==> config.mk <==
export PLATFORM = sky130hd
export DESIGN_NAME = msrv32_instr_fetch
export DESIGN_NICKNAME = d
export VERILOG_FILES = /design/src/rtl/msrv32_instr_fetch_pkg.sv /design/src/rtl/msrv32_fetch_fifo.sv /design/src/rtl/msrv32_instr_fetch.sv
export SDC_FILE = /design/constraint.sdc
export NUM_CORES = 1
export LEC_CHECK = 0
export BUFFER_PORTS_ARGS = -buffer_cell sky130_fd_sc_hd__buf_2
export CAP_MARGIN = 20
export CORE_ASPECT_RATIO = 0.8
export CORE_MARGIN = 3
export CORE_UTILIZATION = 50
export DETAILED_ROUTE_END_ITERATION = 6
export PLACE_DENSITY = 0.73
export REMOVE_ABC_BUFFERS = 1
export SLEW_MARGIN = 20
export SYNTH_ARGS = -nofsm -noshare
export SYNTH_HDL_FRONTEND = slang
export SYNTH_SLANG_ARGS = --single-unit
==> constraint.sdc <==
create_clock -name clk_in -period 6.7 [get_ports clk_in]
set_input_delay 0.335 -clock clk_in [delete_from_list [all_inputs] [get_ports clk_in]]
set_output_delay 0.335 -clock clk_in [all_outputs]
set_load 0.01 [all_outputs]
==> src/rtl/msrv32_instr_fetch_pkg.sv <==
// msrv32 global definitions shared by the fetch stage.
// Holds the NOP encoding, the default fetch depth, the instruction-buffer
// entry width and the fetch FSM state type.
package msrv32_instr_fetch_pkg;

  // addi x0, x0, 0
  localparam logic [31:0] NOP_INSTR = 32'h0000_0013;

  // Outstanding requests plus buffered instructions.
  localparam int FETCH_DEPTH = 2;

  // Instruction buffer entry: {instr[31:0], pc[31:0], misaligned}.
  localparam int IBUF_WIDTH = 65;

  typedef enum logic {
    RUN   = 1'b0,
    DRAIN = 1'b1
  } fetch_state_e;

endpackage

==> src/rtl/msrv32_fetch_fifo.sv <==
// Small circular FIFO used for both the fetch PC queue and the instruction
// buffer.
// Ports:
//   clk_in, rst_in  - clock, asynchronous active-high reset
//   clr_in          - synchronous clear (wins over push/pop)
//   push_in, push_data_in - write port; a push while full is taken only
//                     together with a pop
//   pop_in          - removes the head entry when not empty
//   head_out        - current head entry
//   empty_out       - FIFO holds no entries
//   count_out       - number of entries held
module msrv32_fetch_fifo #(
  parameter int WIDTH = 32,
  parameter int DEPTH = 2
) (
  input  logic                         clk_in,
  input  logic                         rst_in,
  input  logic                         clr_in,
  input  logic                         push_in,
  input  logic [WIDTH-1:0]             push_data_in,
  input  logic                         pop_in,
  output logic [WIDTH-1:0]             head_out,
  output logic                         empty_out,
  output logic [$clog2(DEPTH+1)-1:0]   count_out
);

  localparam int PW = (DEPTH > 1) ? $clog2(DEPTH) : 1;
  localparam int CW = $clog2(DEPTH + 1);

  logic [WIDTH-1:0] mem [DEPTH];
  logic [PW-1:0]    wr_ptr;
  logic [PW-1:0]    rd_ptr;
  logic             full;
  logic             do_push;
  logic             do_pop;

  function automatic logic [PW-1:0] ptr_next(input logic [PW-1:0] p);
    return (p == PW'(DEPTH - 1)) ? '0 : p + PW'(1);
  endfunction

  assign empty_out = (count_out == '0);
  assign full      = (count_out == CW'(DEPTH));
  assign head_out  = mem[rd_ptr];

  // A full FIFO can still accept a push when the head leaves in the same cycle.
  assign do_push = push_in && (!full || pop_in);
  assign do_pop  = pop_in && !empty_out;

  always_ff @(posedge clk_in) begin
    if (do_push) begin
      mem[wr_ptr] <= push_data_in;
    end
  end

  always_ff @(posedge clk_in or posedge rst_in) begin
    if (rst_in) begin
      wr_ptr    <= '0;
      rd_ptr    <= '0;
      count_out <= '0;
    end else if (clr_in) begin
      wr_ptr    <= '0;
      rd_ptr    <= '0;
      count_out <= '0;
    end else begin
      if (do_push) wr_ptr <= ptr_next(wr_ptr);
      if (do_pop)  rd_ptr <= ptr_next(rd_ptr);
      case ({do_push, do_pop})
        2'b10:   count_out <= count_out + CW'(1);
        2'b01:   count_out <= count_out - CW'(1);
        default: count_out <= count_out;
      endcase
    end
  end

endmodule

==> src/rtl/msrv32_instr_fetch.sv <==
// Instruction fetch stage: takes fetch PCs, issues aligned ones to
// instruction memory, pairs in-order responses with their PCs and buffers the
// results for decode. Misaligned PCs bypass memory and yield a flagged NOP.
// flush_in discards everything in flight; responses to requests issued
// before the flush are swallowed in DRAIN.
// Handshakes: a transfer happens on a channel in every cycle where its
// valid and ready are both 1 (pc_valid_in/pc_ready_out,
// instr_valid_out/instr_ready_in, imem_req_out/imem_gnt_in); imem_rvalid_in
// has no back-pressure.
// Ports:
//   clk_in, rst_in                 - clock, asynchronous active-high reset
//   pc_in, pc_valid_in, pc_ready_out - fetch PC channel
//   imem_req_out, imem_addr_out, imem_gnt_in - memory request channel
//   imem_rvalid_in, imem_rdata_in  - in-order memory response
//   flush_in                       - redirect, discard in-flight fetches
//   instr_out, instr_pc_out, misaligned_out, instr_valid_out,
//   instr_ready_in                 - decode channel
//   state_out                      - current FSM state (debug)
module msrv32_instr_fetch
  import msrv32_instr_fetch_pkg::*;
#(
  parameter logic [31:0] BOOT_ADDRESS = 32'h0000_0000,
  parameter int          DEPTH        = FETCH_DEPTH
) (
  input  logic         clk_in,
  input  logic         rst_in,
  input  logic [31:0]  pc_in,
  input  logic         pc_valid_in,
  output logic         pc_ready_out,
  output logic         imem_req_out,
  output logic [31:0]  imem_addr_out,
  input  logic         imem_gnt_in,
  input  logic         imem_rvalid_in,
  input  logic [31:0]  imem_rdata_in,
  input  logic         flush_in,
  output logic [31:0]  instr_out,
  output logic [31:0]  instr_pc_out,
  output logic         misaligned_out,
  output logic         instr_valid_out,
  input  logic         instr_ready_in,
  output fetch_state_e state_out
);

  localparam int CW = $clog2(DEPTH + 1);

  fetch_state_e            state;
  logic [CW-1:0]           discard_cnt;
  logic [CW-1:0]           pcq_count;
  logic [CW-1:0]           ibuf_count;
  logic                    pcq_empty;
  logic                    ibuf_empty;
  logic [31:0]             pcq_head;
  logic [IBUF_WIDTH-1:0]   ibuf_head;
  logic [IBUF_WIDTH-1:0]   ibuf_push_data;
  logic [CW:0]             occupancy;
  logic [CW:0]             in_flight;
  logic                    pc_aligned;
  logic                    has_space;
  logic                    grant;
  logic                    resp_taken;
  logic                    resp_push;
  logic                    mis_push;
  logic                    ibuf_push;
  logic                    ibuf_pop;

  assign pc_aligned = (pc_in[1:0] == 2'b00);
  assign occupancy  = {1'b0, pcq_count} + {1'b0, ibuf_count};
  assign has_space  = (state == RUN) && (occupancy < (CW+1)'(DEPTH));

  // The request is not gated by flush_in: a grant in the flush cycle is
  // still counted as in flight and its response is discarded in DRAIN.
  assign imem_req_out  = pc_valid_in && pc_aligned && has_space;
  assign imem_addr_out = pc_in;
  assign grant         = imem_req_out && imem_gnt_in;

  // A misaligned PC waits until nothing is outstanding so its NOP cannot
  // overtake an older instruction (and never competes for the push port).
  assign pc_ready_out = has_space && !flush_in &&
                        (pc_aligned ? imem_gnt_in : pcq_empty);

  // A response only counts if something is actually outstanding; stray
  // responses (e.g. after a reset) are ignored.
  assign resp_taken = imem_rvalid_in &&
                      ((state == RUN) ? !pcq_empty : (discard_cnt != '0));
  assign resp_push  = resp_taken && (state == RUN) && !flush_in;
  assign mis_push   = pc_valid_in && pc_ready_out && !pc_aligned;
  assign ibuf_push  = resp_push || mis_push;
  assign ibuf_push_data = resp_push ? {imem_rdata_in, pcq_head, 1'b0}
                                    : {NOP_INSTR, pc_in, 1'b1};
  assign ibuf_pop   = instr_valid_out && instr_ready_in && !flush_in;

  // Requests still owed a response after this cycle's grant/response.
  assign in_flight = {1'b0, ((state == RUN) ? pcq_count : discard_cnt)}
                     + (CW+1)'(grant) - (CW+1)'(resp_taken);

  msrv32_fetch_fifo #(.WIDTH(32), .DEPTH(DEPTH)) u_pc_queue (
    .clk_in       (clk_in),
    .rst_in       (rst_in),
    .clr_in       (flush_in),
    .push_in      (grant && !flush_in),
    .push_data_in (pc_in),
    .pop_in       (resp_push),
    .head_out     (pcq_head),
    .empty_out    (pcq_empty),
    .count_out    (pcq_count)
  );

  msrv32_fetch_fifo #(.WIDTH(IBUF_WIDTH), .DEPTH(DEPTH)) u_instr_buf (
    .clk_in       (clk_in),
    .rst_in       (rst_in),
    .clr_in       (flush_in),
    .push_in      (ibuf_push),
    .push_data_in (ibuf_push_data),
    .pop_in       (ibuf_pop),
    .head_out     (ibuf_head),
    .empty_out    (ibuf_empty),
    .count_out    (ibuf_count)
  );

  always_ff @(posedge clk_in or posedge rst_in) begin
    if (rst_in) begin
      state       <= RUN;
      discard_cnt <= '0;
    end else if (flush_in) begin
      discard_cnt <= CW'(in_flight);
      state       <= (in_flight != '0) ? DRAIN : RUN;
    end else if ((state == DRAIN) && resp_taken) begin
      discard_cnt <= discard_cnt - CW'(1);
      if (discard_cnt == CW'(1)) state <= RUN;
    end
  end

  assign state_out       = state;
  assign instr_valid_out = (state == RUN) && !ibuf_empty;
  // Idle outputs show the reset values rather than a stale buffer entry.
  assign instr_out       = ibuf_empty ? NOP_INSTR    : ibuf_head[64:33];
  assign instr_pc_out    = ibuf_empty ? BOOT_ADDRESS : ibuf_head[32:1];
  assign misaligned_out  = ibuf_empty ? 1'b0         : ibuf_head[0];

endmodule

==> results of run 1 <==
## registers in the layout, indices dropped and copies added, names as in the netlist
| register | flops |
|---|---|
| u_instr_buf.wr_ptr | 1 |
| state_out | 1 |
| u_instr_buf.mem | 130 |
| u_instr_buf.count_out | 2 |
| u_pc_queue.mem | 64 |
| u_pc_queue.rd_ptr | 1 |
| u_pc_queue.count_out | 2 |
| discard_cnt | 2 |
| u_pc_queue.wr_ptr | 1 |
| u_instr_buf.rd_ptr | 1 |
## stage by stage
step,setup slack [ns],util (%),setup TNS [ns],total power [mW],instances
3_5_place_dp,3.02,56.9,0,1.77,944
5_1_grt,2.67,60.9,0,2.96,983
2_1_floorplan,-1.12,-,-73.05,1.66,548
3_3_place_gp,3.12,56.9,0,1.76,944
6_report,2.99,60.9,0,2.83,983
4_1_cts,3.02,60.8,0,2.86,982
## worst min path at each step
stage	from	end	depth (start not counted)	slack, ns
3_5_place_dp	rst_in	state_out$_DFFE_PP0P_	2	0.36
3_3_place_gp	rst_in	u_instr_buf.count_out[1]$_DFFE_PP0P_	2	0.36
6_report	pc_in[6]	u_pc_queue.mem[0][6]$_DFFE_PP_	1	0.08
2_1_floorplan	rst_in	discard_cnt[0]$_DFFE_PP0P_	1	0.19
5_1_grt	pc_in[6]	u_pc_queue.mem[1][6]$_DFFE_PP_	1	0.06
4_1_cts	pc_in[6]	u_pc_queue.mem[0][6]$_DFFE_PP_	1	0.05
## metal layers
metal / track usage [%] / vias up / wire length (um)
met5: 0 / - / 0
li1: - / 2452 / -
met4: 3.32 / 0 / 214
met3: 3.75 / 21 / 1350
met2: 27.8 / 220 / 7860
met1: 23.5 / 2401 / 7190
## cell usage after synthesis
master / number / share of area [%]
a21oi_1: 7 / 0.40
or2_2: 1 / 0.072
nand2b_1: 3 / 0.21
or4_4: 1 / 0.13
xnor2_1: 5 / 0.50
nor2_1: 75 / 3.2
and2_4: 1 / 0.10
o22ai_1: 1 / 0.072
a21boi_2: 1 / 0.13
o221a_2: 1 / 0.13
nand2_1: 40 / 1.7
and3_1: 2 / 0.14
nand4_1: 1 / 0.072
buf_2: 4 / 0.23
edfxtp_1: 194 / 67
xor2_1: 2 / 0.20
nor3b_1: 2 / 0.17
clkinv_1: 1 / 0.043
mux2_2: 1 / 0.13
fa_1: 2 / 0.46
dfrtp_1: 11 / 3.1
or4b_4: 1 / 0.16
o21ai_0: 39 / 2.2
buf_4: 32 / 2.7
a31oi_1: 2 / 0.14
inv_1: 7 / 0.30
buf_1: 2 / 0.086
clkbuf_1: 27 / 1.2
and2_1: 31 / 2.2
a211oi_1: 2 / 0.17
and3b_1: 1 / 0.10
and4_1: 1 / 0.10
nor2b_1: 4 / 0.29
buf_6: 1 / 0.13
ha_1: 4 / 0.57
nor3_1: 3 / 0.17
mux2i_1: 99 / 11
o211a_1: 2 / 0.23
## cell families after synthesis
| group | Yosys count |
|---|---|
| xor gates and xnor gates | 7 |
| AOI/OAI and AO/OA | 55 |
| DFF | 205 |
| and+or+nand+nor | 167 |
| muxes | 100 |
| adders and majority gates | 6 |
| buffers and inverters | 74 |
## power by group through the flow
stage,sequential [mW],clock [mW],combinational [mW]
2_1_floorplan,1.50,0,0.160
3_3_place_gp,1.50,0,0.266
6_report,1.47,1.08,0.277
3_5_place_dp,1.50,0,0.274
4_1_cts,1.47,1.11,0.277
5_1_grt,1.48,1.17,0.312
## cell type report
class / count / area, um2 / share of cell area (%)
multi-input cells: 335 / 2260 / 22.0
clock inverters: 11 / 75.1 / 0.733
clock buffers: 26 / 574 / 5.61
flip-flops and latches: 205 / 6110 / 59.6
well taps: 220 / 275 / 2.69
repair buffers: 178 / 923 / 9.02
inverters: 8 / 31.3 / 0.305
## timing repair
item / CTS / global route
setup endpoints to repair: 0 / 0
hold buffers: 1 / 0
hold endpoints to repair: 11 / 0
==> results.md, run 1 <==
* Crit-path cells: and2_1 > fa_1 > or4_4 > or4b_4 > a21oi_1 > and2_4
* DP Area at 9560 um2
* Synthesized area at 8750 um2
* Syn. warnings at 0
* Synth Area in Adders at 1.03%
* Static leakage at 3.78 nW
* Tightest Pin Transition at 1.03 ns
* Initial Util at 52.0%
* Area delta synth->final at 17.1%
* Seq/Total Area, Yosys at 69.7%
* Post-Synth XOR/XNOR Area at 0.701%
* Clk sink count at 205
* Arrival time worst endpoint at 3.81 ns
* #FFs+latches synth at 205
* Largest family of logic cells by synthesized area: multiplexers
* Crit-path slowest cell: and2_4
* RSZ-0062 raised after global routing: no
* Die area at 19100 um2
* Routed wire length at 16.6 mm
* Crit path buffers/inverters at 0
* Initial antenna violation count at 0
* WL per Instance at 16.9 um
* Synth Area in Simple Gates at 8.87%
* Pre-Repair DR Iteration Count at 5
* Htree depth at 1
* Worst path depth at 6
* Post-DR vias/cell at 5.18
* First-pass GRT wire length at 26.4 mm
* Total GRT Usage at 16.9%
* Vias at 5094
* Core Area at 16800 um2
* CTS buffer count at 21
* Max-cap viol count at 0
* Boundary Pins at 172
* Final Net Count at 826
* Rows at 42
* Horiz. Die Dim at 154 um
* Layout cell share with drive strength beyond 1 at 29.2%
* Flop2flop setup slack at 2.99 ns
* CP startpoint kind: flip-flop
* Routability cong. at 0.798
* Achievable Freq at 0.269 GHz
* Max-slew headroom at 31.6%
* Hold_ws at 0.0751 ns
* Fillers at 1314
* Clock Skew at 0.00613 ns
* CTS resizes at 0
* Outcome: completed
* Post-CTS Repair Setup Buffers at 0
* Critical Path Fanout Max at 65
* CTS tree: built
* Post-synthesis compound-gate area fraction at 3.50%
* Post-route cell area at 10200 um2
* Fin crit share at 55.4%
* Comb pwr share at 9.8%
* Mux cell area share after synthesis at 11.5%
* Crit path launch: u_instr_buf.count_out[0]$_DFFE_PP0P_
* Input/output buffers at 171
* Slew Limit Fails at 0
* Diodes inserted at 0
* Clock buffer depth at 3
* R2r endpoint: u_instr_buf.mem[1][63]$_DFFE_PP_
* Congestion Overflow GR at 0
* FF-to-FF Start: u_instr_buf.count_out[0]$_DFFE_PP0P_
* Reg2Reg Depth at 6
* Syn Area/Cell at 14.2 um2
* CP endpoint kind: flip-flop
* Initial drt markers at 318
* Reg power frac at 52.1%
* Worst Path Required at 6.80 ns
* Most frequent cells in the layout: edfxtp_1 (194), buf_2 (171), mux2i_1 (99)
* Vias in the first global route at 5152
* Post-route ant nets at 0
* Worst setup path endpoint: u_instr_buf.mem[1][63]$_DFFE_PP_
* Pint at 2.20 mW
* Setup violators final at 0
* Pin count of the biggest net entering global routing at 75
* DP HPWL at 10.4 mm
* Critical path class: flip-flop to flip-flop
* Die height at 124 um
* Final Hold Vio Count at 0
* Worst path max stage delay at 0.80 ns
* Max VDD drop at 205 uV
* DRC at 0
* Clock transition at path regs at 0.06 ns
* Clock power share at 38.1%
* Commonest non-fill, non-tap cell in the layout: edfxtp_1
* Sw Pwr at 0.625 mW
* Worst-Skew Late Latency at 0.48 ns
* Fin crit period at 3.71 ns
* PD cells at 276 nW/um2
* Hold Path Class: primary input to flip-flop
* CTS root buf: clkbuf_16
* Cell family with most CP delay: simple AND/OR/NAND/NOR gates
* Synth unique cells at 38
* Sw Ratio at 22.1%
* Syn Inst Count at 614
Power figures use the tool's default switching activity.
==> inputs of run 2 (changes only) <==
==> constraint.sdc (replaced) <==
create_clock -name clk_in -period 3.2 [get_ports clk_in]
set_input_delay 0.16 -clock clk_in [delete_from_list [all_inputs] [get_ports clk_in]]
set_output_delay 0.16 -clock clk_in [all_outputs]
set_load 0.01 [all_outputs]
==> results.md, run 2 (synthesis gave the netlist of run 1 again) <==
* CTS buffer count at 21
* First-pass GRT wire length at 29.0 mm
* Layout cell share with drive strength beyond 1 at 28.7%
* Static leakage at 4.14 nW
* Input/output buffers at 171
* Slew Limit Fails at 0
* Clock transition at path regs at 0.06 ns
* Worst Path Required at 3.37 ns
* Worst path max stage delay at 0.53 ns
* Routability cong. at 0.821
* DRC at 0
* Rows at 42
* Post-CTS Repair Setup Buffers at 0
* Max-cap viol count at 0
* Largest regs: u_instr_buf.mem (130), u_pc_queue.mem (64)
* Fin crit period at 3.13 ns
* WL per Instance at 17.2 um
* Routed wire length at 18.2 mm
* Initial drt markers at 384
* Arrival time worst endpoint at 3.30 ns
* Hold_ws at 0.0145 ns
* Pin count of the biggest net entering global routing at 49
* Htree depth at 1
* Most frequent cells in the layout: edfxtp_1 (194), buf_2 (171), mux2i_1 (99)
* Die area at 19100 um2
* Final Hold Vio Count at 0
* Clock buffer depth at 3
* Congestion Overflow GR at 0
* Fin crit share at 97.8%
* Post-DR vias/cell at 5.13
* Outcome: completed
* Largest reg by FF count: u_instr_buf.mem
* Non-Filler Instances at 1056
* Max VDD drop at 317 uV
* Max reg flops at 130
* Diodes inserted at 0
* Core Area at 16800 um2
* Clock Skew at 0.0181 ns
* CTS root buf: clkbuf_16
* Fillers at 1201
* Clk sink count at 205
* Post-route ant nets at 0
* Hold Path Class: primary input to flip-flop
* Crit path buffers/inverters at 1
* Boundary Pins at 172
* PD cells at 561 nW/um2
* Cell family with most CP delay: simple AND/OR/NAND/NOR gates
* Final Net Count at 898
* Initial Util at 52.0%
* Vias at 5419
* Critical path class: flip-flop to flip-flop
* Horiz. Die Dim at 154 um
* Achievable Freq at 0.319 GHz
* Crit-path slowest cell: or4b_4
* CP startpoint kind: flip-flop
* Initial antenna violation count at 0
* Vias in the first global route at 5658
* Total GRT Usage at 18.6%
* Dpl cells at 960
* DP HPWL at 11.4 mm
* CTS tree: built
* Die height at 124 um
* Pre-Repair DR Iteration Count at 4
* RSZ-0062 raised after global routing: no
* CP endpoint kind: flip-flop
* Area delta synth->final at 26.5%
* Critical Path Fanout Max at 32
* Crit-path cells: and2_1 > fa_1 > or4_4 > or4b_4 > a21oi_1 > and2_4 > buf_12
* Commonest non-fill, non-tap cell in the layout: edfxtp_1
* Worst-Skew Late Latency at 0.49 ns
* Setup violators final at 0
* Max-slew headroom at 28.8%
* Tightest Pin Transition at 1.07 ns
## run 2: final cells by class
type / count / area (um2) / share of cell area (%)
Clock buffer: 24 / 537 / 4.85
Clock inverter: 14 / 174 / 1.57
Inverter: 8 / 30.0 / 0.271
Multi-Input combinational cell: 335 / 2260 / 20.5
Sequential cell: 205 / 6110 / 55.2
Tap cell: 220 / 275 / 2.49
Timing Repair Buffer: 250 / 1680 / 15.2
## run 2: worst paths after layout
path                                                           from                                   end  slack (ns)  cells past startpoint
min in group asynchronous                                    rst_in  u_instr_buf.count_out[0]$_DFFE_PP0P_        0.23                      3
max in group asynchronous                                    rst_in        u_instr_buf.rd_ptr$_DFFE_PP0P_        2.60                      3
worst max register to register  u_pc_queue.count_out[0]$_DFFE_PP0P_      u_instr_buf.mem[1][32]$_DFFE_PP_        0.07                      7
worst max-delay path            u_pc_queue.count_out[0]$_DFFE_PP0P_      u_instr_buf.mem[1][32]$_DFFE_PP_        0.07                      7
worst min register to register  u_pc_queue.count_out[0]$_DFFE_PP0P_   u_pc_queue.count_out[0]$_DFFE_PP0P_        0.58                      2
worst min-delay path                              imem_rdata_in[27]      u_instr_buf.mem[1][60]$_DFFE_PP_        0.01                      2
## run 2: timing repair
action,4_1_cts,5_1_grt
hold buffers,57,0
gates resized for setup,0,3
endpoints found under the hold margin,123,0
endpoints found under the setup margin,0,47
## run 2: metrics by stage
stage	util (%)	worst slack (ns)	setup TNS (ns)	power, mW	cell area (um2)
2_1_floorplan	-	-4.62	-517.02	3.47	8370
3_3_place_gp	57.9	0.0996	0	3.71	9740
3_5_place_dp	57.9	0.0583	0	3.73	9740
4_1_cts	65.6	0.00841	0	6.27	11000
5_1_grt	65.8	0.00415	0	6.47	11100
6_report	65.8	0.0697	0	6.21	11100
## run 2: per-layer routing
| metal | up-vias | routed length, um | track usage, % |
|---|---|---|---|
| met3 | 20 | 1130 | 3.72 |
| met2 | 197 | 8840 | 31.6 |
| met4 | 0 | 259 | 3.37 |
| met5 | - | 0 | 0 |
| met1 | 2608 | 7920 | 25.4 |
| li1 | 2594 | - | - |
## run 2: power breakdown
group          leakage [nW]  switching [mW]  internal, mW
clock                 0.352           0.937          1.53
combinational          1.95           0.362         0.306
sequential             1.83          0.0533          3.02
